[src/rtl/seq_alu.sv]
// Sequential ALU with valid/ready handshakes on both sides. Most operations
// finish in one cycle. MULT (shift-add) and DIV (restoring) iterate once per
// cycle for N cycles. Result and flags are held until the consumer takes them.
module seq_alu #(
    parameter int N  = 16,
    parameter int CW = $clog2(N + 1)
) (
    input  logic           clk,
    input  logic           rst,
    input  logic           in_valid,
    output logic           in_ready,
    input  logic [3:0]     op,
    input  logic [N-1:0]   a,
    input  logic [N-1:0]   b,
    output logic           out_valid,
    input  logic           out_ready,
    output logic [2*N-1:0] result,
    output logic           carry,
    output logic           borrow,
    output logic           div_zero,
    output logic           illegal_op,
    output logic           busy
);

    localparam int W = 2 * N;

    localparam logic [3:0] OpAdd  = 4'd0;
    localparam logic [3:0] OpSub  = 4'd1;
    localparam logic [3:0] OpMul  = 4'd2;
    localparam logic [3:0] OpDiv  = 4'd3;
    localparam logic [3:0] OpSll  = 4'd4;
    localparam logic [3:0] OpSrl  = 4'd5;
    localparam logic [3:0] OpAnd  = 4'd6;
    localparam logic [3:0] OpOr   = 4'd7;
    localparam logic [3:0] OpXor  = 4'd8;
    localparam logic [3:0] OpNot  = 4'd9;
    localparam logic [3:0] OpNand = 4'd10;
    localparam logic [3:0] OpNor  = 4'd11;

    typedef enum logic [1:0] {StIdle, StBusy, StDone} state_t;

    state_t         state_q, state_d;
    logic [CW-1:0]  cnt_q, cnt_d;
    logic           is_div_q, is_div_d;
    // Iteration datapath. MULT: acc = partial product, x = shifted multiplicand,
    // y = multiplier shifting right. DIV: acc[N:0] = partial remainder,
    // x[N-1:0] = divisor, y = dividend shifting out / quotient shifting in.
    logic [W-1:0]   acc_q, acc_d;
    logic [W-1:0]   x_q, x_d;
    logic [N-1:0]   y_q, y_d;
    logic [W-1:0]   result_q, result_d;
    logic           carry_q, carry_d;
    logic           borrow_q, borrow_d;
    logic           div_zero_q, div_zero_d;
    logic           illegal_q, illegal_d;

    // Single-cycle results
    logic [W-1:0]   sc_result;
    logic           sc_carry, sc_borrow, sc_div_zero, sc_illegal, sc_iter;
    logic [N:0]     sum;
    logic [W-1:0]   a_ext;

    // One iteration step of the multiplier / divider
    logic [W-1:0]   mul_acc_nx;
    logic [N:0]     divisor, rem_shift, rem_nx;
    logic [N-1:0]   quo_nx;
    logic           fits;

    assign sum   = {1'b0, a} + {1'b0, b};
    assign a_ext = {{N{1'b0}}, a};

    // Decode the opcode into a one-cycle result or a request to iterate
    always_comb begin
        sc_result   = '0;
        sc_carry    = 1'b0;
        sc_borrow   = 1'b0;
        sc_div_zero = 1'b0;
        sc_illegal  = 1'b0;
        sc_iter     = 1'b0;
        case (op)
            OpAdd: begin
                sc_result = {{(N-1){1'b0}}, sum};
                sc_carry  = sum[N];
            end
            OpSub: begin
                sc_result = {{N{1'b0}}, a - b};
                sc_borrow = (a < b);
            end
            OpMul: sc_iter = 1'b1;
            OpDiv: begin
                if (b == '0) begin
                    sc_result   = '1;
                    sc_div_zero = 1'b1;
                end else begin
                    sc_iter = 1'b1;
                end
            end
            // Logical shifts by >= operand width already yield zero
            OpSll:  sc_result = a_ext << b;
            OpSrl:  sc_result = a_ext >> b;
            OpAnd:  sc_result = {{N{1'b0}}, a & b};
            OpOr:   sc_result = {{N{1'b0}}, a | b};
            OpXor:  sc_result = {{N{1'b0}}, a ^ b};
            OpNot:  sc_result = {{N{1'b0}}, ~a};
            OpNand: sc_result = {{N{1'b0}}, ~(a & b)};
            OpNor:  sc_result = {{N{1'b0}}, ~(a | b)};
            default: sc_illegal = 1'b1;
        endcase
    end

    // Next value of the multiplier accumulator and the restoring divider
    always_comb begin
        mul_acc_nx = y_q[0] ? (acc_q + x_q) : acc_q;
        divisor    = {1'b0, x_q[N-1:0]};
        rem_shift  = {acc_q[N-1:0], y_q[N-1]};
        fits       = (rem_shift >= divisor);
        rem_nx     = fits ? (rem_shift - divisor) : rem_shift;
        quo_nx     = {y_q[N-2:0], fits};
    end

    // Control FSM next-state plus datapath / result register updates
    always_comb begin
        state_d    = state_q;
        cnt_d      = cnt_q;
        is_div_d   = is_div_q;
        acc_d      = acc_q;
        x_d        = x_q;
        y_d        = y_q;
        result_d   = result_q;
        carry_d    = carry_q;
        borrow_d   = borrow_q;
        div_zero_d = div_zero_q;
        illegal_d  = illegal_q;
        case (state_q)
            StIdle: begin
                if (in_valid) begin
                    if (sc_iter) begin
                        state_d  = StBusy;
                        cnt_d    = CW'(N);
                        is_div_d = (op == OpDiv);
                        acc_d    = '0;
                        if (op == OpDiv) begin
                            x_d = {{N{1'b0}}, b};
                            y_d = a;
                        end else begin
                            x_d = {{N{1'b0}}, a};
                            y_d = b;
                        end
                    end else begin
                        state_d    = StDone;
                        result_d   = sc_result;
                        carry_d    = sc_carry;
                        borrow_d   = sc_borrow;
                        div_zero_d = sc_div_zero;
                        illegal_d  = sc_illegal;
                    end
                end
            end
            StBusy: begin
                cnt_d = cnt_q - CW'(1);
                if (is_div_q) begin
                    acc_d = {{(N-1){1'b0}}, rem_nx};
                    y_d   = quo_nx;
                end else begin
                    acc_d = mul_acc_nx;
                    x_d   = x_q << 1;
                    y_d   = y_q >> 1;
                end
                // Last iteration: load the result directly from the step logic
                if (cnt_q == CW'(1)) begin
                    state_d    = StDone;
                    result_d   = is_div_q ? {rem_nx[N-1:0], quo_nx} : mul_acc_nx;
                    carry_d    = 1'b0;
                    borrow_d   = 1'b0;
                    div_zero_d = 1'b0;
                    illegal_d  = 1'b0;
                end
            end
            StDone: begin
                if (out_ready) begin
                    state_d = StIdle;
                end
            end
            default: state_d = StIdle;
        endcase
    end

    // State and datapath registers with synchronous reset
    always_ff @(posedge clk) begin
        if (rst) begin
            state_q    <= StIdle;
            cnt_q      <= '0;
            is_div_q   <= 1'b0;
            acc_q      <= '0;
            x_q        <= '0;
            y_q        <= '0;
            result_q   <= '0;
            carry_q    <= 1'b0;
            borrow_q   <= 1'b0;
            div_zero_q <= 1'b0;
            illegal_q  <= 1'b0;
        end else begin
            state_q    <= state_d;
            cnt_q      <= cnt_d;
            is_div_q   <= is_div_d;
            acc_q      <= acc_d;
            x_q        <= x_d;
            y_q        <= y_d;
            result_q   <= result_d;
            carry_q    <= carry_d;
            borrow_q   <= borrow_d;
            div_zero_q <= div_zero_d;
            illegal_q  <= illegal_d;
        end
    end

    assign in_ready   = (state_q == StIdle);
    assign out_valid  = (state_q == StDone);
    assign busy       = (state_q == StBusy);
    assign result     = result_q;
    assign carry      = carry_q;
    assign borrow     = borrow_q;
    assign div_zero   = div_zero_q;
    assign illegal_op = illegal_q;

endmodule

[config.mk]
export PLATFORM = sky130hd
export DESIGN_NAME = seq_alu
export DESIGN_NICKNAME = d
export VERILOG_FILES = /design/src/rtl/seq_alu.sv
export SDC_FILE = /design/constraint.sdc
export NUM_CORES = 1
export LEC_CHECK = 0
export BUFFER_PORTS_ARGS = -buffer_cell sky130_fd_sc_hd__buf_2
export CAP_MARGIN = 5
export CORE_MARGIN = 4
export CORE_UTILIZATION = 57
export DETAILED_ROUTE_END_ITERATION = 6
export PLACE_DENSITY = 0.78
export SLEW_MARGIN = 20
export SYNTH_ARGS = -nofsm -noshare
export SYNTH_HDL_FRONTEND = slang
export SYNTH_SLANG_ARGS = --single-unit
[constraint.sdc]
create_clock -name clk -period 3 [get_ports clk]
set_clock_uncertainty 0.1 [all_clocks]
set_input_delay 0.45 -clock clk [delete_from_list [all_inputs] [get_ports clk]]
set_output_delay 0.45 -clock clk [all_outputs]
set_load 0.01 [all_outputs]
==> metrics.txt, run 1 <==
crit path DAT 3180 ps; Setup crit start kind flip-flop; num ports 79; Port Buffers 78; CTS tree yes; critical path required time 3190 ps; Cell Rows 55; failing checks design-rule violations; clk_lat worst skew 430 ps; Hold Crit Class in2reg; vias in the first global route 15,434; measured slew at the worst slew-check pin slightly above 800 ps; syn_area_per_cell 7.16 um^2; clock-pin slew on the worst setup and hold paths 60 ps; WS Path Type reg2reg; Async SR Flop Fraction 0%; Top delay family on crit path compound AO/OA/AOI/OAI gates; setup_tns 0 ps; CORE AREA 22,600 um^2; Synth Area in Simple Gates 21.4%; outcome complete, but fails checks; maximum root-to-sink buffer count 2; largest family of logic cells by synthesized area compound AO/OA/AOI/OAI gates; critical-path cell list buf_4, ha_1, o211ai_1, o211ai_1, a31oi_1, buf_4, o21a_4, o211ai_1, nand2_1, a221oi_2, mux2i_1, a311oi_1; GP Congestion 1.08; area leader, netlist dfxtp_1; first-pass GRT wire length 88,400 um; Final ANT Viol Nets 0; Die Footprint roughly 26,000 um^2; Final min period between 2000 and 3000 ps; Sequential Area around 2500 um^2; hold buffer count at cts 0; gr usage total 43.3%; Synth Area in Adders 10.2%; # H-tree levels 4; Achievable Freq between 0.3 and 0.4 GHz; Fillers 1,756; number of synthesized flops with an enable pin 0; top_reg_cell synth dfxtp_1; initial antenna violation count 2; Slew headroom 44.8%; Pleak 7.28 nW; Area contributors post-synth dfxtp_1 19%, ha_1 9.6%, a21oi_1 6.9%, nand2_1 6.3%, nor2_1 6.0%; Root Buffer clkbuf_16; Tcrit/Tclk final 99.6%; P per Cell Area 353 nW/um^2; worst-path fanout max 4; yosys warns 0; Final Cell Area between 15,000 and 20,000 um^2; final WL roughly 58,000 um; Synth Cell Area 13,100 um^2; vias post-DR 16,617; wire per inst 24.1 um; cts bufs inserted 17; post-synthesis mux area share 7.24%; RSZ-0062 raised after global routing true; Yosys cell types 92; crit-path max cell delay roughly 350 ps; Yosys top cell area share 18.9%; drt pass-1 iters 7; Yosys reg bits 124; Pins Over Slew Limit 0; Power Total 0.00596 W; Layout Nets 2,271; multi-input logic area approximately 10,000 um^2; DP Area about 16,000 um^2; largest net degree at the start of global routing 67; # clock sinks around 120; post-synthesis compound-gate area fraction 32.3%; Slowest cell on crit path ha_1; Chip Width approximately 160 um; Mapped Cells 1,834; post-DP HPWL ~45,000 um; Net Count, Synth approximately 2,000; # diodes 0; Max VDD drop between 300 and 400 uV; Die H 160 um; Max Cap Viol 0; DRC 14; Hold Slack 178 ps; P&R area growth vs syn 28.5%; CP Capture Type flip-flop; sequential fraction of the synthesis area 18.9%; final hold vios 0; Core Util, Final 74.6%; most frequent CP cell o211ai_1; DR iter-0 viols 2,528; post-synthesis share of cell area spent on xor and xnor gates 2.93%; GRT Residual Overflow 0; Initial Utilization about three fifths; worst path buffer plus inverter count 2; share of cells above drive strength 1 26.6%; Setup-failing EPs final 0; vias per cell 6.86
[synthesized netlist by cell type, drive strengths merged (10+ instances only)]
master   instances
nor4            12
inv             88
nand3           39
buf             47
o211ai          53
mux2i           50
a31oi           24
a21o            19
xor2            18
nand2          223
nand2b          19
o22ai           22
nor2           211
a21oi          184
o21ai          106
a2111oi         10
a211oi          39
a221oi          29
and2            21
a311oi          32
nor3            45
mux2            26
dfxtp          124
nor2b           11
xnor2           26
clkbuf          85
a22oi           32
ha             101
[repair_timing]
action                                  4_1_cts  5_1_grt
setup buffers                                 1        3
resized for setup                            21       62
pin swaps                                     8       21
endpoints found under the hold margin         0        0
endpoints found under the setup margin       24       40
[logic make-up (layout without fill, tap and decap cells)]
group,Yosys count,in the layout
AO/OA/AOI/OAI,630,630
AND/OR/NAND/NOR,626,626
buffers and inverters,222,527
flip-flops,124,124
adder cells (fa/ha/maj),105,105
multiplexers,83,83
XOR/XNOR,44,44
[final timing paths]
path	startpoint	endpoint	slack, ps	cells past startpoint
worst max-delay path	x_q[3]	result[31]	10	12
worst min-delay path	out_ready	state_q[1]	180	3
worst max register to register	x_q[3]	result[31]	10	12
worst min register to register	acc_q[18]	acc_q[18]	380	2
[placed cells by master (no fill, tap or decap), types with 10 or more instances in the layout]
master,n
mux2i_1,49
a31oi_1,23
inv_1,84
dfxtp_1,114
o21ai_0,96
a221oi_1,25
a211oi_1,35
a311oi_1,27
nor2_1,207
buf_2,77
buf_12,14
mux2_2,25
dfxtp_2,10
and2_1,20
clkbuf_16,17
nor2b_1,10
nor3_1,43
buf_4,312
a21oi_1,174
a22oi_1,31
xor2_1,18
a21o_1,19
ha_1,91
xnor2_1,25
nand2_1,218
o211ai_1,52
nand2b_1,16
o22ai_1,21
nor4_1,10
nand3_1,38
[worst min-delay path: cells and delay by family]
kind                   cells  cell delay (ps)
and+or+nand+nor            1               80
buffers and inverters      1               70
AOI/OAI and AO/OA          1               60
[stage by stage]
stage	instances	setup slack (ps)
floorplan	1834	-4.48
global placement	2388	-350
detailed placement	2388	-313
CTS	2421	0.971
global route	2424	-89.8
finish	2424	11.1
[metal layers]
layer	part of all wire (%)	global-route usage, %	routed length (um)
met1	40	58.4	23200
met2	42	64.3	24300
met3	13	12.8	7540
met4	5.7	19.0	3310
met5	0.053	0	31
[power breakdown]
group	switching, W	internal (W)
Combinational	0.00122	0.000904
Clock	0.000843	0.00121
Sequential	0.0000731	0.00171
Total	0.00213	0.00383
[cell type report]
cell class,count,area share [%]
sequential,124,14.8
tap,285,2.11
clock buffer,21,2.79
inverter,90,2.03
clock inverter,11,0.660
timing repair buffer,405,18.0
multi-input combinational,1488,59.7
[sequential cells by signal, summed over array words and instances (netlist names), 2 cells and up]
register,flops
cnt_q,5
y_q,16
result,32
state_q,2
x_q,32
acc_q,32
Power figures use the tool's default switching activity.
==> inputs of run 2 (changes only) <==
--- a/config.mk
+++ b/config.mk
@@ -8,9 +8,9 @@
 export BUFFER_PORTS_ARGS = -buffer_cell sky130_fd_sc_hd__buf_2
 export CAP_MARGIN = 5
 export CORE_MARGIN = 4
-export CORE_UTILIZATION = 57
+export CORE_UTILIZATION = 60
 export DETAILED_ROUTE_END_ITERATION = 6
-export PLACE_DENSITY = 0.78
+export PLACE_DENSITY = 0.79
 export SLEW_MARGIN = 20
 export SYNTH_ARGS = -nofsm -noshare
 export SYNTH_HDL_FRONTEND = slang
==> constraint.sdc (replaced) <==
create_clock -name clk -period 3.25 [get_ports clk]
set_clock_uncertainty 0.1 [all_clocks]
set_input_delay 0.4875 -clock clk [delete_from_list [all_inputs] [get_ports clk]]
set_output_delay 0.4875 -clock clk [all_outputs]
set_load 0.01 [all_outputs]
==> run 2 against run 1 <==
Against the previous run:
- the run ends with design-rule violations, negative setup slack left
- combinational power fell by 20%
- highest routed layer unchanged
- power fell by 12%
- worst setup slack got worse by 30 ps
- sequential share of layout area rose by 1.4 points
- wire length fell by 5.8%
- final area fell by 9.1%
- global-route usage rose by 0.39 points
- die area fell by 4.8%
- cell count fell by 6.6%
- register-to-register slack got worse by 30 ps
- first-iteration DRC count fell by 3.4%
==> metrics.txt, run 2 (synthesis gave the netlist of run 1 again) <==
Final min period 3270 ps (+280 ps); # diodes 0 (unchanged); vias per cell 7.01 (+2.3%); wire per inst 24.3 um (+0.90%); GP Congestion 1.09 (+0.91%); Cell Rows 53 (-3.6%); critical-path cell list ha_1, fa_1, a21oi_1, o22ai_1, o21ai_2, buf_4, o221ai_1, o21ai_0, xnor2_1, nand2_1, a311o_1, o41ai_2; post-DP HPWL 41,600 um (-6.9%); pre-CTS WS -91.6 ps (+222 ps); # H-tree levels 4 (unchanged); failing checks design-rule violations, negative setup slack; most frequent cells in the layout 221 x nand2_1, 209 x nor2_1, 180 x a21oi_1; critical path required time 3490 ps (+300 ps); Achievable Freq 0.306 GHz (-8.6%); Chip Width 156 um (-2.4%); P per Cell Area 343 nW/um^2 (-3.0%); WS Path Type reg2reg; measured slew at the worst slew-check pin 1080 ps (+250 ps); Setup-failing EPs final 1 (+1); final WL 55,000 um (-5.8%); Die H 156 um (-2.4%); clock-pin slew on the worst setup and hold paths 70 ps (about the same); crit path DAT 3500 ps (+320 ps); crit-path max cell delay 410 ps (+60 ps); final hold vios 0 (unchanged); non-filler cells, final 2,264 (-6.6%); commonest non-fill, non-tap cell in the layout nand2_1; Die Footprint 24,300 um^2 (-4.8%); Clk pwr share 36.5% (+2.0 points); clk_lat worst skew 430 ps (about the same); initial antenna violation count 1 (-1); num ports 79 (unchanged); worst setup margin -18.8 ps (-29.9 ps); # clock sinks 124 (unchanged); worst-path fanout max 3 (-1); CORE AREA 21,300 um^2 (-6.0%); switch share 36.4% (+0.62 points); Initial Utilization 61.7% (+3.7 points); Slew headroom 27.9% (-17 points); share of cells above drive strength 1 18.4% (-8.2 points); vias in the first global route 14,454 (-6.3%); Seq pwr share 31.3% (+1.4 points); CTS tree yes; GRT Residual Overflow 0 (unchanged); gr usage total 43.7% (+0.39 points); dpl cells 2,229 (-6.7%); Max VDD drop 387 uV (+14%); Final ANT Viol Nets 0 (unchanged); Setup crit start kind flip-flop; Slowest cell on crit path fa_1; first-pass GRT wire length 83,800 um (-5.2%); Pleak 6.44 nW (-12%); outcome complete, but fails checks; vias post-DR 15,872 (-4.5%); DRC 1 (-13); cts bufs inserted 17 (unchanged); P&R area growth vs syn 16.9%; Port Buffers 78 (unchanged); Root Buffer clkbuf_16; Layout Nets 2,121 (-6.6%); sw power 0.00191 W (-10%); Power Internal 0.00334 W (-13%); Tcrit/Tclk final 101% (+0.95 points); maximum root-to-sink buffer count 2 (unchanged); Gate power share 32.2% (-3.4 points); largest net degree at the start of global routing 52 (-22%); Hold Crit Class in2reg; Max Cap Viol 0 (unchanged); DR iter-0 viols 2,441 (-3.4%); Pins Over Slew Limit 0 (unchanged); CP Capture Type flip-flop; drt pass-1 iters 7 (unchanged)
-- run 2: area by class of cell --
type | count | area, um^2
clock buffers | 19 | 453
clock inverters | 13 | 133
fillers | 1756 | 5940
inverters | 90 | 338
multi-input cells | 1488 | 9800
flip-flops and latches | 124 | 2490
well taps | 275 | 344
repair buffers | 255 | 1790
-- run 2: timing repair --
item	CTS	global route
pin swaps	0	4
gates resized for setup	1	13
setup endpoints to repair	2	10
setup buffers	0	3
hold buffers	0	0
-- run 2: final timing paths --
check | to | start | cells after the start | slack (ps)
worst min register to register | borrow | borrow | 2 | 380
worst min-delay path | state_q[1] | out_ready | 3 | 210
worst max-delay path | result[16] | acc_q[0] | 12 | -20
worst max register to register | result[16] | acc_q[0] | 12 | -20
-- run 2: through the flow --
stage / setup TNS [ps] / cell area, um^2 / total power [W] / hold WS (ps) / util (%)
after floorplan: -46.9 / 13100 / 0.00267 / 345 / -
final: -18.8 / 15300 / 0.00526 / 213 / 72.1
after CTS: 0 / 15300 / 0.00516 / 214 / 71.7
after global routing: -39.3 / 15300 / 0.00542 / 235 / 72.1
after global placement: -38.7 / 14700 / 0.00325 / 349 / 68.9
after detailed placement: -164 / 14700 / 0.00327 / 366 / 68.9
-- run 2: routing by layer --
metal | vias up | share of wire (%) | global-route usage, %
met4 | 2 | 4.8 | 17.3
met5 | - | 0.16 | 0
li1 | 7039 | - | -
met1 | 7366 | 39 | 61.4
met3 | 215 | 14 | 11.6
met2 | 1250 | 41 | 63.7
-- run 2: worst max-delay path: cells and delay by family, from the launching register on --
family	cells	cell delay, ps
xor+xnor	1	150
flops	1	320
compound gates	7	1620
simple gates	1	130
buf+inv	1	180
fa+ha+maj	2	660
-- run 2: power by group through the flow --
stage | sequential, W | combinational (W) | clock [W]
detailed placement | 0.00167 | 0.00160 | 0
finish | 0.00164 | 0.00169 | 0.00192
floorplan | 0.00166 | 0.00100 | 0
CTS | 0.00164 | 0.00162 | 0.00190
global placement | 0.00167 | 0.00158 | 0
global route | 0.00164 | 0.00180 | 0.00198
